--- src/rtl/adam_gpio_pkg.sv ---
// ---------------------------------------------------------------------------
// adam_gpio_pkg
// Shared definitions for the ADAM GPIO peripheral.
//   - Configuration widths (address, data, pin count) from the ADAM config map.
//   - Register offset constants for the APB register file.
//   - Common vector types used by the register block, the top and the bus
//     interface.
//   - strobeMerge(): byte-lane merge helper used by every writable register.
// ---------------------------------------------------------------------------
package adam_gpio_pkg;

  // Configuration. GPIO_WIDTH must not exceed DATA_WIDTH and must be a
  // multiple of 8 so every pin register fits in one bus word.
  localparam int ADDR_WIDTH = 32;
  localparam int DATA_WIDTH = 32;
  localparam int GPIO_WIDTH = 32;
  localparam int STRB_WIDTH = DATA_WIDTH / 8;
  localparam int REG_STRIDE = ADDR_WIDTH / 8;

  typedef logic [GPIO_WIDTH-1:0] GPIO_T;
  typedef logic [ADDR_WIDTH-1:0] ADDR_T;
  typedef logic [DATA_WIDTH-1:0] DATA_T;
  typedef logic [STRB_WIDTH-1:0] STRB_T;

  // Register map, one register per bus word.
  localparam ADDR_T OFFSET_IDR    = ADDR_T'(0 * REG_STRIDE);
  localparam ADDR_T OFFSET_ODR    = ADDR_T'(1 * REG_STRIDE);
  localparam ADDR_T OFFSET_MODER  = ADDR_T'(2 * REG_STRIDE);
  localparam ADDR_T OFFSET_OTYPER = ADDR_T'(3 * REG_STRIDE);
  localparam ADDR_T OFFSET_FSR0   = ADDR_T'(4 * REG_STRIDE);
  localparam ADDR_T OFFSET_FSR1   = ADDR_T'(5 * REG_STRIDE);
  localparam ADDR_T OFFSET_IER    = ADDR_T'(6 * REG_STRIDE);

  // Replaces only the byte lanes whose strobe is set; other lanes keep the
  // old register contents.
  function automatic DATA_T strobeMerge(DATA_T oldVal, DATA_T newVal, STRB_T strb);
    DATA_T merged;
    merged = oldVal;
    for (int b = 0; b < STRB_WIDTH; b++) begin
      if (strb[b]) begin
        merged[b*8 +: 8] = newVal[b*8 +: 8];
      end
    end
    return merged;
  endfunction

endpackage

--- src/rtl/adam_gpio_if.sv ---
// ---------------------------------------------------------------------------
// adam_gpio_if
// APB bus bundle used to reach the GPIO register file.
//   master modport: drives paddr, psel, penable, pwrite, pwdata, pstrb;
//                   receives prdata, pready, pslverr.
//   slave modport:  the mirror image, used by adam_gpio and adam_gpio_regs.
// ---------------------------------------------------------------------------
interface adam_gpio_if;
  import adam_gpio_pkg::*;

  ADDR_T paddr;
  logic  psel;
  logic  penable;
  logic  pwrite;
  DATA_T pwdata;
  STRB_T pstrb;
  DATA_T prdata;
  logic  pready;
  logic  pslverr;

  modport master (
    output paddr, psel, penable, pwrite, pwdata, pstrb,
    input  prdata, pready, pslverr
  );

  modport slave (
    input  paddr, psel, penable, pwrite, pwdata, pstrb,
    output prdata, pready, pslverr
  );

endinterface

--- src/rtl/adam_gpio_regs.sv ---
// ---------------------------------------------------------------------------
// adam_gpio_regs
// APB register file of the GPIO block: address decode, byte-strobe merge and
// response generation (zero wait states unless stalled).
// Ports:
//   clk, rst   clock and asynchronous active-high reset
//   apb        APB slave port
//   stall_i    holds pready low so no access can complete (pause)
//   idr_i      synchronised pin inputs, readable at the IDR offset
//   odr_o      output data register
//   moder_o    direction register (1 = output)
//   otyper_o   output type register (1 = open-drain)
//   fsr0_o     function select, low half
//   fsr1_o     function select, high half
//   ier_o      interrupt enable register
// ---------------------------------------------------------------------------
module adam_gpio_regs
  import adam_gpio_pkg::*;
(
  input  logic  clk,
  input  logic  rst,
  adam_gpio_if.slave apb,
  input  logic  stall_i,
  input  GPIO_T idr_i,
  output GPIO_T odr_o,
  output GPIO_T moder_o,
  output GPIO_T otyper_o,
  output GPIO_T fsr0_o,
  output GPIO_T fsr1_o,
  output GPIO_T ier_o
);

  GPIO_T odr_q, odr_d;
  GPIO_T moder_q, moder_d;
  GPIO_T otyper_q, otyper_d;
  GPIO_T fsr0_q, fsr0_d;
  GPIO_T fsr1_q, fsr1_d;
  GPIO_T ier_q, ier_d;

  logic  accessPhase;
  logic  accept;
  logic  addrValid;
  logic  addrWritable;
  ADDR_T alignedAddr;
  DATA_T readData;

  // An access completes in the ACCESS phase unless the pause logic stalls it.
  assign accessPhase = apb.psel & apb.penable;
  assign accept      = accessPhase & ~stall_i;

  // Byte offsets inside a register word are ignored for decoding.
  assign alignedAddr = apb.paddr & ~ADDR_T'(REG_STRIDE - 1);

  // Address decode and read multiplexer. Unmapped offsets read as zero and
  // flag an error; IDR is the only mapped register that rejects writes.
  always_comb begin
    readData     = '0;
    addrValid    = 1'b1;
    addrWritable = 1'b1;
    case (alignedAddr)
      OFFSET_IDR: begin
        readData     = DATA_T'(idr_i);
        addrWritable = 1'b0;
      end
      OFFSET_ODR:    readData = DATA_T'(odr_q);
      OFFSET_MODER:  readData = DATA_T'(moder_q);
      OFFSET_OTYPER: readData = DATA_T'(otyper_q);
      OFFSET_FSR0:   readData = DATA_T'(fsr0_q);
      OFFSET_FSR1:   readData = DATA_T'(fsr1_q);
      OFFSET_IER:    readData = DATA_T'(ier_q);
      default: begin
        addrValid    = 1'b0;
        addrWritable = 1'b0;
      end
    endcase
  end

  // Next-state for the writable registers: only an accepted, error-free write
  // touches the addressed register, and only in its strobed byte lanes.
  always_comb begin
    odr_d    = odr_q;
    moder_d  = moder_q;
    otyper_d = otyper_q;
    fsr0_d   = fsr0_q;
    fsr1_d   = fsr1_q;
    ier_d    = ier_q;
    if (accept && apb.pwrite && addrWritable) begin
      case (alignedAddr)
        OFFSET_ODR:    odr_d    = GPIO_T'(strobeMerge(DATA_T'(odr_q),    apb.pwdata, apb.pstrb));
        OFFSET_MODER:  moder_d  = GPIO_T'(strobeMerge(DATA_T'(moder_q),  apb.pwdata, apb.pstrb));
        OFFSET_OTYPER: otyper_d = GPIO_T'(strobeMerge(DATA_T'(otyper_q), apb.pwdata, apb.pstrb));
        OFFSET_FSR0:   fsr0_d   = GPIO_T'(strobeMerge(DATA_T'(fsr0_q),   apb.pwdata, apb.pstrb));
        OFFSET_FSR1:   fsr1_d   = GPIO_T'(strobeMerge(DATA_T'(fsr1_q),   apb.pwdata, apb.pstrb));
        OFFSET_IER:    ier_d    = GPIO_T'(strobeMerge(DATA_T'(ier_q),    apb.pwdata, apb.pstrb));
        default: ;
      endcase
    end
  end

  // Register state; everything clears immediately on reset.
  always_ff @(posedge clk or posedge rst) begin
    if (rst) begin
      odr_q    <= '0;
      moder_q  <= '0;
      otyper_q <= '0;
      fsr0_q   <= '0;
      fsr1_q   <= '0;
      ier_q    <= '0;
    end else begin
      odr_q    <= odr_d;
      moder_q  <= moder_d;
      otyper_q <= otyper_d;
      fsr0_q   <= fsr0_d;
      fsr1_q   <= fsr1_d;
      ier_q    <= ier_d;
    end
  end

  // Responses are only driven while the access is being accepted, so a
  // stalled or idle bus sees pready, pslverr and prdata all low.
  assign apb.pready  = accept;
  assign apb.pslverr = accept & (~addrValid | (apb.pwrite & ~addrWritable));
  assign apb.prdata  = (accept && !apb.pwrite) ? readData : '0;

  assign odr_o    = odr_q;
  assign moder_o  = moder_q;
  assign otyper_o = otyper_q;
  assign fsr0_o   = fsr0_q;
  assign fsr1_o   = fsr1_q;
  assign ier_o    = ier_q;

endmodule

--- src/rtl/adam_gpio.sv ---
// ---------------------------------------------------------------------------
// adam_gpio
// APB-controlled GPIO peripheral for the ADAM SoC periphery.
// Ports:
//   clk, rst       clock and asynchronous active-high reset
//   pause_req_i    pause request from the system
//   pause_ack_o    pause acknowledge; high while the block is quiesced
//   apb            APB slave port (register access)
//   irq_o          level interrupt: any enabled pin reading high
//   pin_i          raw pin inputs
//   pin_o          pin output values (ODR)
//   pin_mode_o     pin direction (MODER, 1 = output)
//   pin_otype_o    pin output type (OTYPER, 1 = open-drain)
//   func_o         2-bit alternate-function select per pin
// ---------------------------------------------------------------------------
module adam_gpio
  import adam_gpio_pkg::*;
(
  input  logic  clk,
  input  logic  rst,
  input  logic  pause_req_i,
  output logic  pause_ack_o,
  adam_gpio_if.slave apb,
  output logic  irq_o,
  input  GPIO_T pin_i,
  output GPIO_T pin_o,
  output GPIO_T pin_mode_o,
  output GPIO_T pin_otype_o,
  output logic [GPIO_WIDTH-1:0][1:0] func_o
);

  localparam logic [1:0] STATE_RUN    = 2'd0;
  localparam logic [1:0] STATE_DRAIN  = 2'd1;
  localparam logic [1:0] STATE_PAUSED = 2'd2;

  logic [1:0] pauseState_q, pauseState_d;
  logic       busAccess;
  logic       paused;

  GPIO_T pinSync_q;
  GPIO_T idr_q;
  logic  irq_q;

  GPIO_T odr;
  GPIO_T moder;
  GPIO_T otyper;
  GPIO_T fsr0;
  GPIO_T fsr1;
  GPIO_T ier;
  logic [2*GPIO_WIDTH-1:0] fsrCat;

  assign busAccess = apb.psel & apb.penable;
  assign paused    = (pauseState_q == STATE_PAUSED);

  // Pause sequencing. An access already in its ACCESS phase is allowed to
  // finish (DRAIN); a transfer that is only in SETUP is caught by the pause
  // and stalls in ACCESS until the request is withdrawn.
  always_comb begin
    pauseState_d = pauseState_q;
    case (pauseState_q)
      STATE_RUN: begin
        if (pause_req_i) begin
          pauseState_d = busAccess ? STATE_DRAIN : STATE_PAUSED;
        end
      end
      STATE_DRAIN: begin
        if (!pause_req_i) begin
          pauseState_d = STATE_RUN;
        end else if (!busAccess) begin
          pauseState_d = STATE_PAUSED;
        end
      end
      STATE_PAUSED: begin
        if (!pause_req_i) begin
          pauseState_d = STATE_RUN;
        end
      end
      default: pauseState_d = STATE_PAUSED;
    endcase
  end

  // The block leaves reset paused and only starts once the request is low.
  always_ff @(posedge clk or posedge rst) begin
    if (rst) begin
      pauseState_q <= STATE_PAUSED;
    end else begin
      pauseState_q <= pauseState_d;
    end
  end

  // Two-flop pin synchroniser feeding IDR, followed by the registered
  // interrupt. All of it is frozen while paused so visible state holds.
  always_ff @(posedge clk or posedge rst) begin
    if (rst) begin
      pinSync_q <= '0;
      idr_q     <= '0;
      irq_q     <= 1'b0;
    end else if (!paused) begin
      pinSync_q <= pin_i;
      idr_q     <= pinSync_q;
      irq_q     <= |(ier & idr_q);
    end
  end

  adam_gpio_regs u_regs (
    .clk      (clk),
    .rst      (rst),
    .apb      (apb),
    .stall_i  (paused),
    .idr_i    (idr_q),
    .odr_o    (odr),
    .moder_o  (moder),
    .otyper_o (otyper),
    .fsr0_o   (fsr0),
    .fsr1_o   (fsr1),
    .ier_o    (ier)
  );

  // {FSR1,FSR0} is one 2*GPIO_WIDTH bit field; pin i takes bits 2i+1:2i.
  assign fsrCat = {fsr1, fsr0};

  always_comb begin
    for (int i = 0; i < GPIO_WIDTH; i++) begin
      func_o[i] = fsrCat[2*i +: 2];
    end
  end

  assign pin_o       = odr;
  assign pin_mode_o  = moder;
  assign pin_otype_o = otyper;
  assign irq_o       = irq_q;
  assign pause_ack_o = paused;

endmodule

--- src/flat_wrapper.sv ---
// flat-port wrapper written by rule: the top's interface ports become plain ports
module adam_gpio_flat import adam_gpio_pkg::*;
  (clk, rst, pause_req_i, pause_ack_o, irq_o, pin_i, pin_o, pin_mode_o, pin_otype_o, func_o, apb_paddr, apb_psel, apb_penable, apb_pwrite, apb_pwdata, apb_pstrb, apb_prdata, apb_pready, apb_pslverr);
  adam_gpio_if apb_i ();
  input  logic clk;
  input  logic rst;
  input  logic pause_req_i;
  output logic pause_ack_o;
  output logic irq_o;
  input  GPIO_T pin_i;
  output GPIO_T pin_o;
  output GPIO_T pin_mode_o;
  output GPIO_T pin_otype_o;
  output logic [GPIO_WIDTH-1:0][1:0] func_o;
  input wire logic [$bits(apb_i.paddr)-1:0] apb_paddr;
  input wire logic [$bits(apb_i.psel)-1:0] apb_psel;
  input wire logic [$bits(apb_i.penable)-1:0] apb_penable;
  input wire logic [$bits(apb_i.pwrite)-1:0] apb_pwrite;
  input wire logic [$bits(apb_i.pwdata)-1:0] apb_pwdata;
  input wire logic [$bits(apb_i.pstrb)-1:0] apb_pstrb;
  output wire logic [$bits(apb_i.prdata)-1:0] apb_prdata;
  output wire logic [$bits(apb_i.pready)-1:0] apb_pready;
  output wire logic [$bits(apb_i.pslverr)-1:0] apb_pslverr;
  assign apb_i.paddr = apb_paddr;
  assign apb_i.psel = apb_psel;
  assign apb_i.penable = apb_penable;
  assign apb_i.pwrite = apb_pwrite;
  assign apb_i.pwdata = apb_pwdata;
  assign apb_i.pstrb = apb_pstrb;
  assign apb_prdata = apb_i.prdata;
  assign apb_pready = apb_i.pready;
  assign apb_pslverr = apb_i.pslverr;
  adam_gpio u_core (.clk(clk), .rst(rst), .pause_req_i(pause_req_i), .pause_ack_o(pause_ack_o), .apb(apb_i), .irq_o(irq_o), .pin_i(pin_i), .pin_o(pin_o), .pin_mode_o(pin_mode_o), .pin_otype_o(pin_otype_o), .func_o(func_o));
endmodule
--- config.mk ---
export PLATFORM = sky130hd
export DESIGN_NAME = adam_gpio_flat
export DESIGN_NICKNAME = d
export VERILOG_FILES = /design/src/rtl/adam_gpio_pkg.sv /design/src/rtl/adam_gpio_if.sv /design/src/rtl/adam_gpio_regs.sv /design/src/rtl/adam_gpio.sv /design/src/flat_wrapper.sv
export SDC_FILE = /design/constraint.sdc
export NUM_CORES = 1
export LEC_CHECK = 0
export CAP_MARGIN = 20
export CORE_MARGIN = 8
export CORE_UTILIZATION = 35
export CTS_CLUSTER_SIZE = 20
export DETAILED_ROUTE_END_ITERATION = 16
export HOLD_SLACK_MARGIN = 0.05
export PLACE_DENSITY_LB_ADDON = 0.1
export SETUP_SLACK_MARGIN = 0.5
export SLEW_MARGIN = 20
export SYNTH_ARGS = -nofsm -noshare
export SYNTH_HDL_FRONTEND = slang
export SYNTH_HIERARCHICAL = 1
export SYNTH_SLANG_ARGS = --single-unit
--- constraint.sdc ---
create_clock -name clk -period 9.7 [get_ports clk]
set_clock_uncertainty 0.15 [all_clocks]
set_input_delay 2.425 -clock clk [delete_from_list [all_inputs] [get_ports clk]]
set_output_delay 2.425 -clock clk [all_outputs]
set_load 0.005 [all_outputs]
## After elaboration in Yosys (flattened, before gate mapping)

Index checks and enable logic that the tools add are counted.

- Register bits: 259

- Equality and inequality tests: 11
- Muxes and demuxes: 10
- Bitwise operators: 9
- Reductions and logical operators: 34

Operators with widths:

| operator | number |
|---|---|
| $pmux 32 s7 | 1 |
| $eq 30x3->1 const B | 3 |
| $reduce_and 3->1 | 25 |
| $eq 30x2->1 const B | 2 |
| $and 32x32->32 | 1 |
| $logic_not 32->1 | 1 |
| $mux 32 | 1 |
| $reduce_or 32->1 | 1 |
| $eq 30x1->1 const B | 1 |
| $mux 2 | 5 |
| $reduce_or 7->1 | 1 |
| $pmux 2 s3 | 1 |
| $reduce_or 6->1 | 1 |
| $and 1x1->1 | 4 |
| $ne 2x2->1 const B | 2 |
| $logic_and 1x1->1 | 3 |
| $ne 3x3->1 const B | 1 |
| $not 1->1 | 3 |
| $eq 2x1->1 const B | 1 |
| $eq 2x2->1 const B | 1 |
| $logic_not 2->1 | 1 |
| $mux 1 | 2 |
| $logic_not 1->1 | 1 |
| $or 1x1->1 | 1 |

## Logic depth before layout (Yosys ltp)

- Depth after elaboration: 7
- Mapped depth: 9
- Depth with buffers taken out: 6

## Modules after synthesis

The synthesis kept the hierarchy.

By module, submodules not included:

| module | times used | cells each | area an instance (µm²) | seq. area each (µm²) |
|---|---|---|---|---|
| adam_gpio_regs | 1 | 666 | 9532.9 | 4804.6 |
| adam_gpio | 1 | 304 | 2671.3 | 1677.9 |

## Worst setup path after synthesis

OpenSTA, ideal clock, no wires.

- Path kind: input to output
- From: input apb_paddr[25]
- To: output apb_prdata[15]
- Data arrival time: 4.360 ns
- Required time: 7.125 ns
- Slack: 2.765 ns
- Cell stages on the path: 7
- Buffers on the path: 3
- Path through: or4_4 or4_4 buf_6 nand4bb_1 clkbuf_1 clkbuf_1 a211oi_1

- Cells in the longest elaborated chain, start to end: 3
- Elaborated cells on any way between the ends: 9
- Those cells by class: 6 x eq/ne; 2 x mux; 1 x reduce/logical

Ends and longest elaborated chain:

| item | line | source |
|---|---|---|
| from (decl) | flat_wrapper.sv:15 | `input wire logic [$bits(apb_i.paddr)-1:0] apb_paddr;` |
| $eq 30x3->1, or another cell as far along | adam_gpio_regs.sv:60 | `case (alignedAddr)` |
| $pmux 32 s7 * | adam_gpio_regs.sv:60 |  |
| $mux 32 * | adam_gpio_regs.sv:123 | `assign apb.prdata = (accept && !apb.pwrite) ? readData : '0;` |
| to (decl) | flat_wrapper.sv:21 | `output wire logic [$bits(apb_i.prdata)-1:0] apb_prdata;` |

Every way passes the cells marked *; elsewhere a longest branch is shown, timed or not.

## Worst setup path after layout

- From: input apb_paddr[13]
- To: output apb_prdata[31]

The elaborated chain is that of the path after synthesis.

==> impl_summary.md <==
Run status
The flow ran to the end, and the final reports show no timing, DRC or antenna violations.

Worst setup path
The number of cells on the critical path is 7. The count of buffer and inverter cells on the critical path is 3. By instance count, the cell type seen most on the critical path is sky130_fd_sc_hd__clkdlybuf4s50_1. The worst register-to-register path ends at u_core/u_regs/otyper_o[22]. Counting cells, the worst reg-to-reg path comes to 8. The last element of the critical path is apb_prdata[31]. For flop-to-flop paths, the worst setup slack is a little over 5 ns. The critical path's top delay family is simple AND/OR/NAND/NOR gates.

The nature of the critical path startpoint is an input pin. The slowest stage of the critical path belongs to the cell sky130_fd_sc_hd__clkdlybuf4s50_1. The startpoint of the worst-slack reg-to-reg timing path is u_core/pauseState_q[0]. The kind of critical path is in2out. The signal on the critical path passes through clkdlybuf4s50_1 > or4_1 > or4_4 > nand4bb_2 > buf_4 > a211oi_1 > clkdlybuf4s50_1. The critical path launch point is apb_paddr[13]. Data arrives at the worst endpoint at about 5.5 ns. The top fanout value on the critical path is 17. For the worst setup path, the data required time is 7.13 ns.

The nature of the critical path endpoint is an output port. For this run, the slowest stage of the critical path takes 0.65 ns.

Place
The placed instances occupy a cell area of 15700 um2. At the end of routability-driven placement, the weighted congestion stood at 0.762. In this run the tool buffered the top-level ports with about 300 buffer cells. The number of placed instances, taps included is ~1700.

The post-detailed-placement half-perimeter wirelength is 31100 um.

CTS
After clock tree synthesis, the clock-pin slew on the worst setup and hold paths is 0.06 ns. The master cell of the clock root buffer is sky130_fd_sc_hd__clkbuf_16. The TritonCTS clock tree is done. CTS built an H-tree with a depth of 1.

The clock drives between 200 and 300 sinks. The clock passes through at most 3 buffers. The number of setup buffers added after CTS is 0.

The post-cts repair resize count is 0. The clock latency reported for the late side of the worst-skew pair is 0.56 ns. Buffers inserted during clock tree synthesis total 30. The number of hold buffers added after CTS was 0.

Synth
Synthesis instantiated 43 different standard cells from the library. Of the synthesized area, sequential elements account for 53.1%. The number of flops mapped to enable cells by yosys is 0.

Each instance of the synthesized netlist takes up on average 12.6 um2. The gate count after technology mapping is 970. The count of state elements after synthesis is 259.

For this run, the leading register cell type out of synthesis is sky130_fd_sc_hd__dfrtp_1. The mapped netlist covers 12200 um2. The net count of the mapped netlist is 1076.

Of all flip-flops after synthesis, the portion carrying an async set or reset was 100%. The Yosys warning count is 6.

Cells and area
The number of non-filler instances in the completed layout is 1731. After the last flow step, the layout net total stands at 1364. The multi-input logic area is about 5500 um2. The footprint of the flip-flops and latches is 6480 um2. The layout overhead on the synthesized area is 35.9%. Leaving out fill and tap cells, the most frequent cells in the layout are 296 x sky130_fd_sc_hd__clkdlybuf4s50_1, 258 x sky130_fd_sc_hd__dfrtp_1, 199 x sky130_fd_sc_hd__nand2_1. Fill cells in the final layout number 3227. The post-route cell area is ~17000 um2. The layout cell share with drive strength beyond 1 is a little under a quarter. The count of antenna diodes in the layout is 0. The library cell used most frequently in the layout, excluding fill and tap cells, is sky130_fd_sc_hd__clkdlybuf4s50_1.

Detailed routing
The number of remaining DRC errors is 0. The number of nets with antenna violations after detailed routing is 0. Dividing the detail-routed wire length by the instance count gives 25.1 um. The pre-antenna-repair detailed-routing pass consisted of 4 iterations. The final wirelength is around 43000 um. Summing over every cut layer, the via total after detailed routing is ~9000.

For this block, the initial DRC count from the detailed router was 403. After detailed routing, the number of vias per cell comes to 5.18.

Global route
The number of global-route vias before repair is 9587. The initial antenna violation count is 1. Global routing finished with a remaining overflow of 0. In the global route stage, overall resource usage came out at between 20% and 30%. Entering global routing, the biggest net connects 112 pins. The first global-routing pass estimated 64600 um of wire.

Die
The effective utilization at floorplan is 35.4%. In this run the count of I/O pins placed on the die edge is 302. The die is roughly 200 um tall. The total die area is 41100 um2. The width of the die is 203 um. In this run the standard cell core region covers approximately 34000 um2. The floorplan row count is just under 70.

Timing
For the pin with the worst max-slew slack, the measured transition is approximately 1 ns. The worst path uses between 80 and 90% of the clock period. Setup repair after global routing left no endpoint under its margin.

Adding up every negative setup slack in the final design gives 0 ns. The max-slew violation count was 0. The worst path needs 8.06 ns of the cycle, external delays included. The number of hold violations in the final report is 0.

The total setup violations reported at the end of the flow is 0. For this run, the top clock speed supported by timing is 124 MHz. The max-slew headroom at the worst pin is 31.7%.

Power
In this run the power density over the cells is 149 nW/um2. IR analysis of the VDD net gives a maximum drop of 0.000145 V. Summed over all cells, the static leakage comes to about 7.7 nW.

Min path
The tightest min-delay check is of the reg2reg type.

Job
The number of max-cap violations is 0.
## cell type report
cell class / instances / share of cell area, %
tap: 455 / 3.43
inverter: 4 / 0.143
timing repair buffer: 310 / 18.5
clock buffer: 44 / 5.20
clock inverter: 6 / 0.422
sequential: 259 / 39.1
multi-input combinational: 653 / 33.2
## worst register-to-register path, stage by stage, from the launching register on
cell and delay [ns]:
sky130_fd_sc_hd__dfrtp_1 0.34, sky130_fd_sc_hd__nand2b_2 0.11, sky130_fd_sc_hd__buf_4 0.53, sky130_fd_sc_hd__inv_2 0.25
sky130_fd_sc_hd__buf_4 0.39, sky130_fd_sc_hd__nand4b_1 0.56, sky130_fd_sc_hd__nor4b_2 0.84, sky130_fd_sc_hd__nand4_1 0.80
sky130_fd_sc_hd__mux2_2 0.55
## cell families (layout without fill, tap and decap cells)
logic type	count (synthesis)	count (layout)	share of synthesized area, %
buf+inv	58	364	2.00
flops	259	259	53.1
compound gates	54	54	3.67
mux	284	284	29.0
simple gates	315	315	12.2
## metrics by stage
stage | hold slack, ns | setup WS, ns | util [%] | total power [W]
2_1_floorplan | 0.289 | 1.90 | - | 0.00128
3_3_place_gp | 0.300 | 1.71 | 45.4 | 0.00141
3_5_place_dp | 0.306 | 1.63 | 45.4 | 0.00141
4_1_cts | 0.318 | 1.62 | 48.1 | 0.00250
5_1_grt | 0.341 | 1.54 | 48.1 | 0.00256
6_report | 0.313 | 1.64 | 48.1 | 0.00247
## flip-flops by register name, indices dropped and copies added (netlist names)
signal / cells
u_core/u_regs/fsr1_o: 32
u_core/u_regs/moder_o: 32
u_core/u_regs/odr_o: 32
u_core/pinSync_q: 32
u_core/irq_o: 1
u_core/idr_q: 32
u_core/u_regs/fsr0_o: 32
u_core/pauseState_q: 2
u_core/u_regs/otyper_o: 32
u_core/u_regs/ier_o: 32
## synth_stat cells, types with 5 or more instances
master | n | area share, %
sky130_fd_sc_hd__nor2b_1 | 5 | 0.26
sky130_fd_sc_hd__buf_1 | 22 | 0.68
sky130_fd_sc_hd__mux4_2 | 32 | 5.9
sky130_fd_sc_hd__mux2_4 | 16 | 2.0
sky130_fd_sc_hd__clkbuf_1 | 26 | 0.80
sky130_fd_sc_hd__nor4_4 | 5 | 0.87
sky130_fd_sc_hd__a22oi_1 | 9 | 0.55
sky130_fd_sc_hd__nand2b_1 | 7 | 0.36
sky130_fd_sc_hd__mux2i_1 | 60 | 4.9
sky130_fd_sc_hd__dfrtp_1 | 258 | 53
sky130_fd_sc_hd__nor2_1 | 41 | 1.3
sky130_fd_sc_hd__nor4_1 | 9 | 0.46
sky130_fd_sc_hd__a21oi_1 | 5 | 0.21
sky130_fd_sc_hd__nand4_1 | 18 | 0.92
sky130_fd_sc_hd__nand2_1 | 199 | 6.1
sky130_fd_sc_hd__mux2_2 | 176 | 16
sky130_fd_sc_hd__o2bb2ai_1 | 28 | 2.0
## power by group
| part | internal (W) | leakage (nW) | switching, W | total [W] |
|---|---|---|---|---|
| Clock | 0.000636 | 0.460 | 0.000447 | 0.00108 |
| Sequential | 0.00112 | 3.49 | 0.0000585 | 0.00118 |
| Combinational | 0.0000894 | 3.70 | 0.000115 | 0.000204 |
## worst min path at each step
stage,from,to,slack [ns],cells past startpoint
finish,u_core/pinSync_q[22],u_core/idr_q[22],0.31,2
global route,u_core/pinSync_q[28],u_core/pinSync_q[28],0.34,2
CTS,u_core/pinSync_q[22],u_core/idr_q[22],0.32,2
detailed placement,u_core/pinSync_q[7],u_core/pinSync_q[7],0.31,2
global placement,u_core/pinSync_q[24],u_core/pinSync_q[24],0.30,2
floorplan,u_core/pinSync_q[0],u_core/pinSync_q[0],0.29,2
## routing by layer
layer	GRT usage (%)	vias up	routed length [um]
met5	0	-	13
met4	4.17	2	774
met3	5.08	45	2790
met2	33.7	228	20600
met1	27.4	4618	19200
li1	-	4070	-
Note: power is estimated with default switching activity, not from simulation.
